### src/rtl/if_fetch_unit_pkg.sv
// Shared fetch-stage definitions: state encodings, reset PC default, stall vector bit indices.
package if_fetch_unit_pkg;

    typedef enum logic [1:0] {
        S_REQ    = 2'd0,
        S_WAIT   = 2'd1,
        S_DONE   = 2'd2,
        S_CANCEL = 2'd3
    } fetch_state_e;

    localparam logic [31:0] RESET_PC_DEFAULT = 32'h0000_0000;

    localparam int unsigned STALL_PC = 0;
    localparam int unsigned STALL_ID = 2;

    function automatic logic addr_aligned(input logic [31:0] addr);
        return addr[1:0] == 2'b00;
    endfunction

endpackage

### src/rtl/if_fetch_unit_if.sv
// SRAM-like instruction bus between the fetch unit (master) and instruction memory (slave).
interface if_fetch_unit_if;

    logic        inst_req;
    logic [31:0] inst_addr;
    logic        inst_addr_ok;
    logic [31:0] inst_rdata;
    logic        inst_data_ok;

    modport master (
        output inst_req, inst_addr,
        input  inst_addr_ok, inst_rdata, inst_data_ok
    );

    modport slave (
        input  inst_req, inst_addr,
        output inst_addr_ok, inst_rdata, inst_data_ok
    );

endinterface

### src/rtl/if_fetch_unit.sv
// Instruction-fetch stage: PC ownership, one-outstanding bus fetch FSM, IF/ID hold register.
// Optional IF_ADDR_CHECK_EN: misaligned PC skips the bus and reports if_adel_o instead.
module if_fetch_unit
    import if_fetch_unit_pkg::*;
#(
    parameter logic [31:0] RESET_PC = RESET_PC_DEFAULT
) (
    input  logic        clk,
    input  logic        rst,
    input  logic [5:0]  stall,
    input  logic        flush,
    input  logic [31:0] new_pc,
    input  logic        branch_flag_i,
    input  logic [31:0] branch_target_i,
    if_fetch_unit_if.master inst_bus,
    output logic [31:0] if_pc_o,
    output logic [31:0] if_inst_o,
    output logic        if_valid_o,
`ifdef IF_ADDR_CHECK_EN
    output logic        if_adel_o,
`endif
    output logic        stallreq_from_if
);

    fetch_state_e r_state;
    logic [31:0]  r_pc;
    logic         r_pend_br;
    logic [31:0]  r_br_target;
    logic         r_inst_req;

    fetch_state_e w_state_nxt;
    logic [31:0]  w_pc_nxt;
    logic         w_pend_nxt;
    logic [31:0]  w_tgt_nxt;
    logic [31:0]  w_seq_pc;
    logic         w_accept;
    logic         w_capture;
    logic [31:0]  w_inst_nxt;
    logic         w_req_ok;
    logic         w_unused_stall;
`ifdef IF_ADDR_CHECK_EN
    logic         r_adel;
    logic         w_adel_set;
`endif

    assign inst_bus.inst_req  = r_inst_req;
    assign inst_bus.inst_addr = r_pc;
    assign stallreq_from_if   = (r_state != S_DONE) && !flush && !rst;
    assign w_unused_stall     = ^{stall[5:3], stall[1]};
    assign w_seq_pc           = r_pend_br ? r_br_target : r_pc + 32'd4;
    assign w_accept           = r_inst_req && inst_bus.inst_addr_ok;
`ifdef IF_ADDR_CHECK_EN
    assign w_req_ok  = addr_aligned(w_pc_nxt);
    assign if_adel_o = r_adel;
`else
    assign w_req_ok  = 1'b1;
`endif

    always_comb begin
        w_state_nxt = r_state;
        w_pc_nxt    = r_pc;
        w_pend_nxt  = r_pend_br;
        w_tgt_nxt   = r_br_target;
        w_capture   = 1'b0;
        w_inst_nxt  = inst_bus.inst_rdata;
`ifdef IF_ADDR_CHECK_EN
        w_adel_set  = 1'b0;
`endif
        if (flush) begin
            // Redirect wins over everything; an accepted-but-unanswered request must drain in S_CANCEL.
            w_pc_nxt   = new_pc;
            w_pend_nxt = 1'b0;
            case (r_state)
                S_REQ:    w_state_nxt = w_accept ? S_CANCEL : S_REQ;
                S_WAIT:   w_state_nxt = inst_bus.inst_data_ok ? S_REQ : S_CANCEL;
                S_DONE:   w_state_nxt = S_REQ;
                S_CANCEL: w_state_nxt = inst_bus.inst_data_ok ? S_REQ : S_CANCEL;
            endcase
        end else begin
            case (r_state)
                S_REQ: begin
`ifdef IF_ADDR_CHECK_EN
                    if (!addr_aligned(r_pc)) begin
                        w_state_nxt = S_DONE;
                        w_capture   = 1'b1;
                        w_inst_nxt  = '0;
                        w_adel_set  = 1'b1;
                    end else
`endif
                    if (w_accept) w_state_nxt = S_WAIT;
                end
                S_WAIT: begin
                    if (inst_bus.inst_data_ok) begin
                        w_state_nxt = S_DONE;
                        w_capture   = 1'b1;
                    end
                end
                S_DONE: begin
                    if (!stall[STALL_PC]) begin
                        w_pc_nxt    = w_seq_pc;
                        w_pend_nxt  = 1'b0;
                        w_state_nxt = S_REQ;
                    end
                end
                S_CANCEL: begin
                    if (inst_bus.inst_data_ok) w_state_nxt = S_REQ;
                end
            endcase
            // Latched after the PC update so a branch arriving as the delay slot advances is kept.
            if (branch_flag_i && !stall[STALL_ID]) begin
                w_pend_nxt = 1'b1;
                w_tgt_nxt  = branch_target_i;
            end
        end
    end

    always_ff @(posedge clk or posedge rst) begin
        if (rst) begin
            r_state     <= S_REQ;
            r_pc        <= RESET_PC;
            r_pend_br   <= 1'b0;
            r_br_target <= '0;
            r_inst_req  <= 1'b0;
            if_pc_o     <= '0;
            if_inst_o   <= '0;
            if_valid_o  <= 1'b0;
`ifdef IF_ADDR_CHECK_EN
            r_adel      <= 1'b0;
`endif
        end else begin
            r_state     <= w_state_nxt;
            r_pc        <= w_pc_nxt;
            r_pend_br   <= w_pend_nxt;
            r_br_target <= w_tgt_nxt;
            r_inst_req  <= (w_state_nxt == S_REQ) && w_req_ok;
            if_valid_o  <= (w_state_nxt == S_DONE);
            if (w_capture) begin
                if_pc_o   <= r_pc;
                if_inst_o <= w_inst_nxt;
            end
`ifdef IF_ADDR_CHECK_EN
            r_adel      <= (w_state_nxt == S_DONE) && (w_adel_set || r_adel);
`endif
        end
    end

endmodule

### src/flat_wrapper.sv
// flat-port wrapper written by rule: the top's interface ports become plain ports
module if_fetch_unit_flat import if_fetch_unit_pkg::*;
#(
    parameter logic [31:0] RESET_PC = RESET_PC_DEFAULT
)
  (clk, rst, stall, flush, new_pc, branch_flag_i, branch_target_i, if_pc_o, if_inst_o, if_valid_o, stallreq_from_if, inst_bus_inst_req, inst_bus_inst_addr, inst_bus_inst_addr_ok, inst_bus_inst_rdata, inst_bus_inst_data_ok);
  if_fetch_unit_if inst_bus_i ();
  input  logic clk;
  input  logic rst;
  input  logic [5:0] stall;
  input  logic flush;
  input  logic [31:0] new_pc;
  input  logic branch_flag_i;
  input  logic [31:0] branch_target_i;
  output logic [31:0] if_pc_o;
  output logic [31:0] if_inst_o;
  output logic if_valid_o;
  output logic stallreq_from_if;
  output wire logic [$bits(inst_bus_i.inst_req)-1:0] inst_bus_inst_req;
  output wire logic [$bits(inst_bus_i.inst_addr)-1:0] inst_bus_inst_addr;
  input wire logic [$bits(inst_bus_i.inst_addr_ok)-1:0] inst_bus_inst_addr_ok;
  input wire logic [$bits(inst_bus_i.inst_rdata)-1:0] inst_bus_inst_rdata;
  input wire logic [$bits(inst_bus_i.inst_data_ok)-1:0] inst_bus_inst_data_ok;
  assign inst_bus_inst_req = inst_bus_i.inst_req;
  assign inst_bus_inst_addr = inst_bus_i.inst_addr;
  assign inst_bus_i.inst_addr_ok = inst_bus_inst_addr_ok;
  assign inst_bus_i.inst_rdata = inst_bus_inst_rdata;
  assign inst_bus_i.inst_data_ok = inst_bus_inst_data_ok;
  if_fetch_unit #(.RESET_PC(RESET_PC)) u_core (.clk(clk), .rst(rst), .stall(stall), .flush(flush), .new_pc(new_pc), .branch_flag_i(branch_flag_i), .branch_target_i(branch_target_i), .inst_bus(inst_bus_i), .if_pc_o(if_pc_o), .if_inst_o(if_inst_o), .if_valid_o(if_valid_o), .stallreq_from_if(stallreq_from_if));
endmodule
### config.mk
export PLATFORM = sky130hd
export DESIGN_NAME = if_fetch_unit_flat
export DESIGN_NICKNAME = d
export VERILOG_FILES = /design/src/rtl/if_fetch_unit_pkg.sv /design/src/rtl/if_fetch_unit_if.sv /design/src/rtl/if_fetch_unit.sv /design/src/flat_wrapper.sv
export SDC_FILE = /design/constraint.sdc
export NUM_CORES = 1
export LEC_CHECK = 0
export BUFFER_PORTS_ARGS = -buffer_cell sky130_fd_sc_hd__buf_4
export CORE_ASPECT_RATIO = 0.9
export CORE_MARGIN = 2
export CORE_UTILIZATION = 51
export CTS_CLUSTER_SIZE = 24
export DETAILED_ROUTE_END_ITERATION = 7
export PLACE_DENSITY_LB_ADDON = 0.05
export RECOVER_POWER = 50
export SLEW_MARGIN = 15
export SYNTH_ARGS = -nofsm -noshare
export SYNTH_HDL_FRONTEND = slang
export SYNTH_SLANG_ARGS = --single-unit
### constraint.sdc
create_clock -name clk -period 4.3 [get_ports clk]
set_input_delay 0.215 -clock clk [delete_from_list [all_inputs] [get_ports clk]]
set_output_delay 0.215 -clock clk [all_outputs]
set_load 0.005 [all_outputs]
== Word-level counts from Yosys, hierarchy flattened ==
Cells that the tools add are included.
Word-level totals
  bits in read-only memories: 0
  memory bits (writable): 0
  register bits: 133
  word-level logic and storage cells: 52
  input port bits: 108
  latch bits: 0
  memories: 0
Operators by class
  reduce and logical (&&, ||, !) cells: 15
  eq/ne operators: 7
  order comparisons: 0
  $add $sub $neg: 1
  shifts and indexed selects: 0
  multiplexer cells: 20
  bitwise gates (word level): 1
  divide/modulo/power cells: 0
  $mul: 0
Operator list (number)
  32-bit two-way mux: 4
  32-bit by 3-bit adder with 32-bit output (second input constant): 1
  2-bit two-way mux: 7
  2-bit case mux with 4 select lines: 1
  1-bit two-way mux: 7
  2-bit == test (second input constant): 3
  2-bit case mux with 3 select lines: 1
  2-bit AND reduction: 3
  1-bit logical AND: 4
  2-bit logical NOT: 2
  1-bit logical NOT: 3
  3-bit by 1-bit != test with 1-bit output (second input constant): 1
  3-bit nonzero test: 1
  2-bit by 1-bit == test with 1-bit output (second input constant): 1
  2-bit by 1-bit != test with 1-bit output (second input constant): 1
  2-bit != test (second input constant): 1
  2-bit nonzero test: 1
  2-bit OR reduction: 1
  1-bit NOT: 1

== Logic depth before layout (Yosys ltp) ==
Gate-level depths: netlist of run 1.
  depth after elaboration: 5
  mapped depth: 7

== Least setup slack after synthesis of run 1 ==
Ideal clock, no wire load.
  kind: register -> register
  start: register u_core.r_pc[4] (netlist: u_core.inst_bus.inst_addr[4])
  end: register u_core.r_pc[27] (netlist: u_core.inst_bus.inst_addr[27])
  slack: 2.212 ns
  stages on the path, launching flop included: 7
  clock period less this slack: 2.088 ns
  library setup time: 0.131 ns
  data required time: 4.169 ns
  data arrival time: 1.956 ns
  cells stage by stage: dfrtp_1 -> nand4_2 -> buf_6 -> or4_1 -> buf_2 -> o311a_1 -> or3_1
On the way
  longest elaborated chain between the ends: 5
RTL lines
  from (decl): line if_fetch_unit.sv:26  | logic [31:0] r_pc;
  from (signal assigned): line if_fetch_unit.sv:132  | r_pc <= w_pc_nxt;
  32-bit by 3-bit adder with 32-bit output: line if_fetch_unit.sv:50  | assign w_seq_pc = r_pend_br ? r_br_target : r_pc + 32'd4;
  32-bit two-way mux: line if_fetch_unit.sv:50
  32-bit two-way mux: line if_fetch_unit.sv:99  | if (!stall[STALL_PC]) begin
  32-bit two-way mux: line if_fetch_unit.sv:80  | case (r_state)
  32-bit two-way mux: line if_fetch_unit.sv:69  | if (flush) begin
Every way passes these cells. The select of a mux whose other input is x is not followed.
A chain may end at the register's enable or synchronous reset.

== Worst setup path in the final report of run 1 ==
  start: register u_core.r_state[0]
  end: register u_core.r_pc[7] (netlist: u_core.inst_bus.inst_addr[7])
On the way
  longest elaborated chain between the ends: 3
RTL lines
  from (decl): line if_fetch_unit.sv:25  | fetch_state_e r_state;
  from (signal assigned): line if_fetch_unit.sv:131  | r_state <= w_state_nxt;
  2-bit == test: line if_fetch_unit.sv:80
  2-bit nonzero test (no source line)
  2-bit AND reduction (no source line)
Every way passes these cells.

==> results of run 1 <==
-- worst max-delay path: cells and delay by family (launching register included) --
| family | cells | cell delay, ns |
|---|---|---|
| AOI/OAI and AO/OA | 2 | 0.60 |
| DFF | 1 | 0.44 |
| and+or+nand+nor | 2 | 1.46 |
-- synthesized netlist by cell type (all sizes together) (4+ instances only) --
library cell  count  share of area (%)
a22o              9                1.3
nor2b             4               0.40
nor4              8               0.80
clkbuf           31                1.8
nor2             27                1.6
o21ai            33                2.6
or4               4               0.48
o311ai            9                1.3
and4              4               0.60
dfrtp           133                 53
nor3              6               0.48
nand4b            6               0.84
a31oi             4               0.40
a22oi             4               0.48
nand3            17                1.6
o2bb2ai           4               0.56
inv               8               0.48
or3               4               0.40
buf               7               0.82
a21oi             8               0.64
mux2             98                 18
nand2            40                2.4
mux2i             9                1.4
o211ai            9                1.1
nand4             9               0.99
-- registers in the layout, summed over array words and instances (netlist names) --
| signal | flops |
|---|---|
| u_core.r_state | 2 |
| u_core.if_pc_o | 32 |
| u_core.if_valid_o | 1 |
| u_core.inst_bus.inst_addr | 32 |
| u_core.r_pend_br | 1 |
| u_core.if_inst_o | 32 |
| u_core.r_br_target | 32 |
| u_core.inst_bus.inst_req | 1 |
-- final cells by class --
cell class | count | area, µm²
flip-flops and latches | 133 | 3330
clock buffers | 25 | 505
well taps | 160 | 200
clock inverters | 4 | 22.5
repair buffers | 211 | 1560
multi-input cells | 362 | 2780
inverters | 8 | 33.8
fillers | 903 | 3600
-- cells by family (layout without fill, tap and decap cells) --
| family | Yosys count | after routing | synth area share [%] |
|---|---|---|---|
| AO/OA/AOI/OAI | 111 | 111 | 12.5 |
| XOR/XNOR | 1 | 1 | 0.139 |
| adder cells (fa/ha/maj) | 1 | 1 | 0.199 |
| buffers and inverters | 46 | 248 | 3.14 |
| flip-flops | 133 | 133 | 52.9 |
| multiplexers | 107 | 107 | 19.0 |
| AND/OR/NAND/NOR | 142 | 142 | 12.2 |
-- metal layers --
metal | up-vias | wire length [µm]
met3 | 26 | 1420
met5 | - | 0
met1 | 2556 | 7270
met2 | 237 | 7930
li1 | 2418 | -
met4 | 0 | 308
-- cells in the final DEF, fill, tap and decap left out, types with 10 or more instances in the layout --
master,count
buf_4,135
dfrtp_1,133
mux2_2,98
clkbuf_4,66
nand2_1,40
o21ai_0,33
nor2_1,26
clkbuf_16,17
nand3_1,15
clkbuf_1,10
-- timing repair --
action / 4_1_cts / 5_1_grt
hold buffers: 2 / 0
endpoints found under the hold margin: 2 / 0
setup buffers: 0 / 0
-- power by group through the flow --
| stage | sequential, µW | clock, µW | combinational (µW) |
|---|---|---|---|
| after global placement | 2000 | 0 | 1420 |
| after detailed placement | 2030 | 0 | 1470 |
| after floorplan | 1990 | 0 | 664 |
| after CTS | 2020 | 1320 | 1470 |
| after global routing | 2080 | 1370 | 1530 |
| final | 2010 | 1300 | 1400 |
-- stage by stage --
| stage | hold WS [ns] | power [µW] | instances | setup WS [ns] |
|---|---|---|---|---|
| after global routing | 0.0125 | 4980 | 903 | 1.57 |
| after floorplan | 0.336 | 2650 | 541 | 0.531 |
| after global placement | 0.423 | 3420 | 872 | 1.72 |
| after CTS | 0.00252 | 4810 | 903 | 1.70 |
| final | 0.0105 | 4710 | 903 | 1.68 |
| after detailed placement | 0.426 | 3500 | 872 | 1.65 |
-- path summary, 6_finish.rpt --
check	startpoint	to	slack (ns)	depth (start not counted)
setup reg to reg	u_core.r_state[0]$_DFF_PP0_	u_core.inst_bus.inst_addr[7]$_DFFE_PP0P_	1.68	4
min in group asynchronous	rst	u_core.r_state[0]$_DFF_PP0_	0.45	2
hold reg to reg	u_core.if_inst_o[25]$_DFFE_PP0P_	u_core.if_inst_o[25]$_DFFE_PP0P_	0.50	1
hold / removal	new_pc[0]	u_core.inst_bus.inst_addr[0]$_DFFE_PP0P_	0.01	3
setup / recovery	u_core.r_state[0]$_DFF_PP0_	u_core.inst_bus.inst_addr[7]$_DFFE_PP0P_	1.68	4
max in group asynchronous	rst	u_core.inst_bus.inst_addr[28]$_DFFE_PP0P_	2.47	3
==> impl_metrics.ini, run 1 <==
[clock_tree]
tritoncts = built
clock_sink_count = 133
cts.repair.resized = 0
numCtsBuffers = 17
cts.reportedPaths.clkPinSlew_ns = 0.05
clk-insertion-delay-late_ns = 0.42
htree_levels = 4
clock_tree.root_cell = clkbuf_16
clk_path_buf_depth = 2

[logic_synthesis]
synth_sequential_area_ratio_pct = 52.9
syn_inst = 541
synth_top_flop_cell = dfrtp_1
synth_seq_cells = 133
postSynth.asyncResetShare_pct = 100
syn_avg_cell_area_um2 = 11.6
total_standard_cell_area_after_synthesis_um2 = 6290
syn-num-nets = 650
synth_enable_flop_cells = 0
yosys_warnings = 0
ys_types = 60

[layout]
area_delta_synth_final_pct = 33.9
post_route_cells_drive_above_1_share_pct = 45.6
num_antenna_cells = 0
post-route-cell-area_um2 = 8430
postLayoutCoreUtil_pct = 70.1
finalNetCount = 842

[sta]
period_share_pct = 60.9
slew_viol_final = 96
finalSetupViolations = 0
clock-skew-final_ns = 0.00672
fmaxAchievable_mhz = 382
period_needed_ns = 2.62
worst-slew-pin-transition_ns = 2.09
report.final.hold_viol_count = 0
setup_repair_after_global_routing_missed_its_margin = no
max_slew_margin_pct = -39.9
setup-tns-final_ns = 0

[floorplan]
num_io_pins = 207
core_area_um2 = 12000
die_w_um = 121
rows = 38
die_height_um = 109
start_util_pct = 52.3
design.die.area_um2 = 13200

[global_route]
pin_count_of_the_biggest_net_entering_global_routing = 96
groute.layer.met2.usage_pct = 40.9
met3_usage_grt_pct = 8.45
first_global_vias = 5163
first_pass_grt_wire_length_um = 26800
grt_antenna_before_repair = 0
use_met1_pct = 35.4
global_route.usage.total_pct = 26.4
grt.busiest_layer = met2
global_route.overflow_total = 0

[run_status]
failed_checks = capacitance limit, slew limit
outcome = finished, violations left

[power]
pwr-share-seq_pct = 42.7
p_leak_uw = 0.00375
powerDensity_nw_per_um2 = 559
power_frac_clock_pct = 27.5
combinationalPowerShare_pct = 29.7
switching_share_pct = 29.2
switchingPower_uw = 1370
peakVddDrop_mv = 0.399
cellInternalPower_uw = 3340

[critical_path]
startpoint_class = flop
worst_ep_arrival_time_ns = 2.92
library_cell_contributing_the_largest_single_delay_on_the_critical_path = nand2_1
cp-end-kind = flop
cp_cell_sequence = or3b_2, nand2_1, a21boi_0, a221o_1
worstPathMaxFanout = 25
crit_path_max_incr_delay_ns = 0.76
critical_path_class = flop to flop
worstPathRequired_ns = 4.60

[routing]
dr_total_vias = 5237
final_routed_drc_violation_total = 0
drt-vias-per-instance = 5.80
wl_per_cell_um = 18.8
routed_wl_um = 16900
antenna_left = 0
firstDrtPassIters = 6
drt_iter0_drc = 405

[flow_run]
number_of_violations_of_the_max_capacitance_limit = 1

[min_path]
hold_path.class = input port to flop

[place]
count_of_port_buffers_added_during_placement = 202
detailed_place.area_um2 = 7910
hpwlAfterDp_um = 11700
gp_routability_congestion = 0.826
Power figures use the tool's default switching activity.
==> inputs of run 2 (changes only) <==
Settings changed: CORE_UTILIZATION 51 to 46.
Clock period 4.3 ns to 2.1 ns, I/O delays scaled along.
==> impl_metrics.ini, run 2 (same netlist as run 1, synthesis figures left out) <==
[global_route]
first_pass_grt_wire_length_um = 29600
global_route.usage.total_pct = 26.0
first_global_vias = 5638
global_route.overflow_total = 0
pin_count_of_the_biggest_net_entering_global_routing = 55
grt_antenna_before_repair = 0

[power]
peakVddDrop_mv = 0.719
p_leak_uw = 0.00431
powerDensity_nw_per_um2 = 1060

[layout]
num_antenna_cells = 0
layout.cells.most_common_list = buf_4 (164), dfrtp_1 (133), mux2_2 (98)
mostFrequentLayoutCell = buf_4
finalNetCount = 960
area_delta_synth_final_pct = 53.3
post-route-cell-area_um2 = 9650
filler_cell_count = 976
post_route_cells_drive_above_1_share_pct = 44.0
postLayoutCoreUtil_pct = 72.2

[sta]
report.final.hold_viol_count = 0
finalSetupViolations = 0
fmaxAchievable_mhz = 506
setup-tns-final_ns = 0
slew_viol_final = 31
post-route-worst-setup-slack_ns = 0.125
worst-slew-pin-transition_ns = 1.64
clock-skew-final_ns = 0.00869
fin_worst_hold_slack_ns = 0.0215
period_share_pct = 94.1
setup_repair_after_global_routing_missed_its_margin = no
period_needed_ns = 1.98
max_slew_margin_pct = -9.97

[critical_path]
cp-end-kind = flop
worstPathRequired_ns = 2.39
critical_path_class = flop to flop
worst_ep_arrival_time_ns = 2.27
worstPathMaxFanout = 7
startpoint_class = flop

[floorplan]
design.die.area_um2 = 14600
num_io_pins = 207
start_util_pct = 47.1
die_w_um = 127
core_area_um2 = 13400
rows = 40
die_height_um = 115

[clock_tree]
post_cts.repair.setup_buffers = 0
clk-insertion-delay-late_ns = 0.42
clk_path_buf_depth = 2
clock_tree.root_cell = clkbuf_16
numCtsBuffers = 17
cts.reportedPaths.clkPinSlew_ns = 0.06
htree_levels = 4
tritoncts = built
clock_sink_count = 133

[place]
gp_routability_congestion = 0.901
count_of_port_buffers_added_during_placement = 202
hpwlAfterDp_um = 12700
detailedPlace.worstSlack_ns = 0.0946
detailed_place.area_um2 = 8300

[routing]
firstDrtPassIters = 5
final_routed_drc_violation_total = 0
drt-vias-per-instance = 5.54
routed_wl_um = 18400
drt_iter0_drc = 409
dr_total_vias = 5702
wl_per_cell_um = 17.8
antenna_left = 0

[run_status]
outcome = finished, violations left
failed_checks = capacitance limit, slew limit

[flow_run]
number_of_violations_of_the_max_capacitance_limit = 1

[min_path]
hold_path.class = input port to flop
[run 2: cell types whose count changed in the layout (fill, tap and decap cells not counted), sizes merged]
cell	before	now
buf	136	171
clkinv	3	1
bufinv	0	2
clkbuf	98	102
dlygate4sd3	2	81
[run 2: timing repair]
item	in CTS	in global routing
hold endpoints to repair	110	0
resized for setup	0	1
setup endpoints to repair	0	2
hold buffers	81	0
[run 2: worst max-delay path: stages (launching register included)]
cell and delay [ns]:
dfrtp_1 0.46, nand4_2 0.18, or4_1 0.52, o311a_1 0.34, or3_1 0.35
[run 2: worst paths after layout]
| kind | startpoint | to | slack, ns | cells past startpoint |
|---|---|---|---|---|
| max in group asynchronous | rst | u_core.if_pc_o[16]$_DFFE_PP0P_ | 0.63 | 4 |
| worst max-delay path | u_core.inst_bus.inst_addr[5]$_DFFE_PP0P_ | u_core.inst_bus.inst_addr[27]$_DFFE_PP0P_ | 0.12 | 4 |
| worst min register to register | u_core.r_br_target[2]$_DFFE_PP0P_ | u_core.r_br_target[2]$_DFFE_PP0P_ | 0.50 | 1 |
| worst max register to register | u_core.inst_bus.inst_addr[5]$_DFFE_PP0P_ | u_core.inst_bus.inst_addr[27]$_DFFE_PP0P_ | 0.12 | 4 |
| worst min-delay path | new_pc[13] | u_core.inst_bus.inst_addr[13]$_DFFE_PP0P_ | 0.02 | 3 |
| min in group asynchronous | rst | u_core.if_inst_o[19]$_DFFE_PP0P_ | 0.64 | 3 |
[run 2: per-layer routing]
layer	track usage [%]	vias up	part of all wire, %
li1	-	2650	-
met1	34.6	2809	44
met2	42.7	230	49
met3	6.98	13	5.9
met4	6.74	0	1.0
met5	0	-	0
[run 2: report_power, final]
part | switching, µW | leakage, µW | internal (µW)
clock network | 1060 | 0.000269 | 1820
logic | 1300 | 0.00244 | 2030
registers | 563 | 0.00160 | 3450
[run 2: final cells by class]
type,count,area (µm²),area share [%]
Clock inverter,4,72.6,0.752
Multi-Input combinational cell,362,2780,28.8
Clock buffer,25,485,5.03
Tap cell,168,210,2.18
Timing Repair Buffer,329,2740,28.4
Sequential cell,133,3330,34.5
Inverter,8,31.3,0.324
[run 2: per-stage QoR]
step | instances | total power, µW
3_5_place_dp | 919 | 7360
3_3_place_gp | 919 | 7240
5_1_grt | 1029 | 10800
2_1_floorplan | 541 | 5430
4_1_cts | 1029 | 10400
6_report | 1029 | 10200
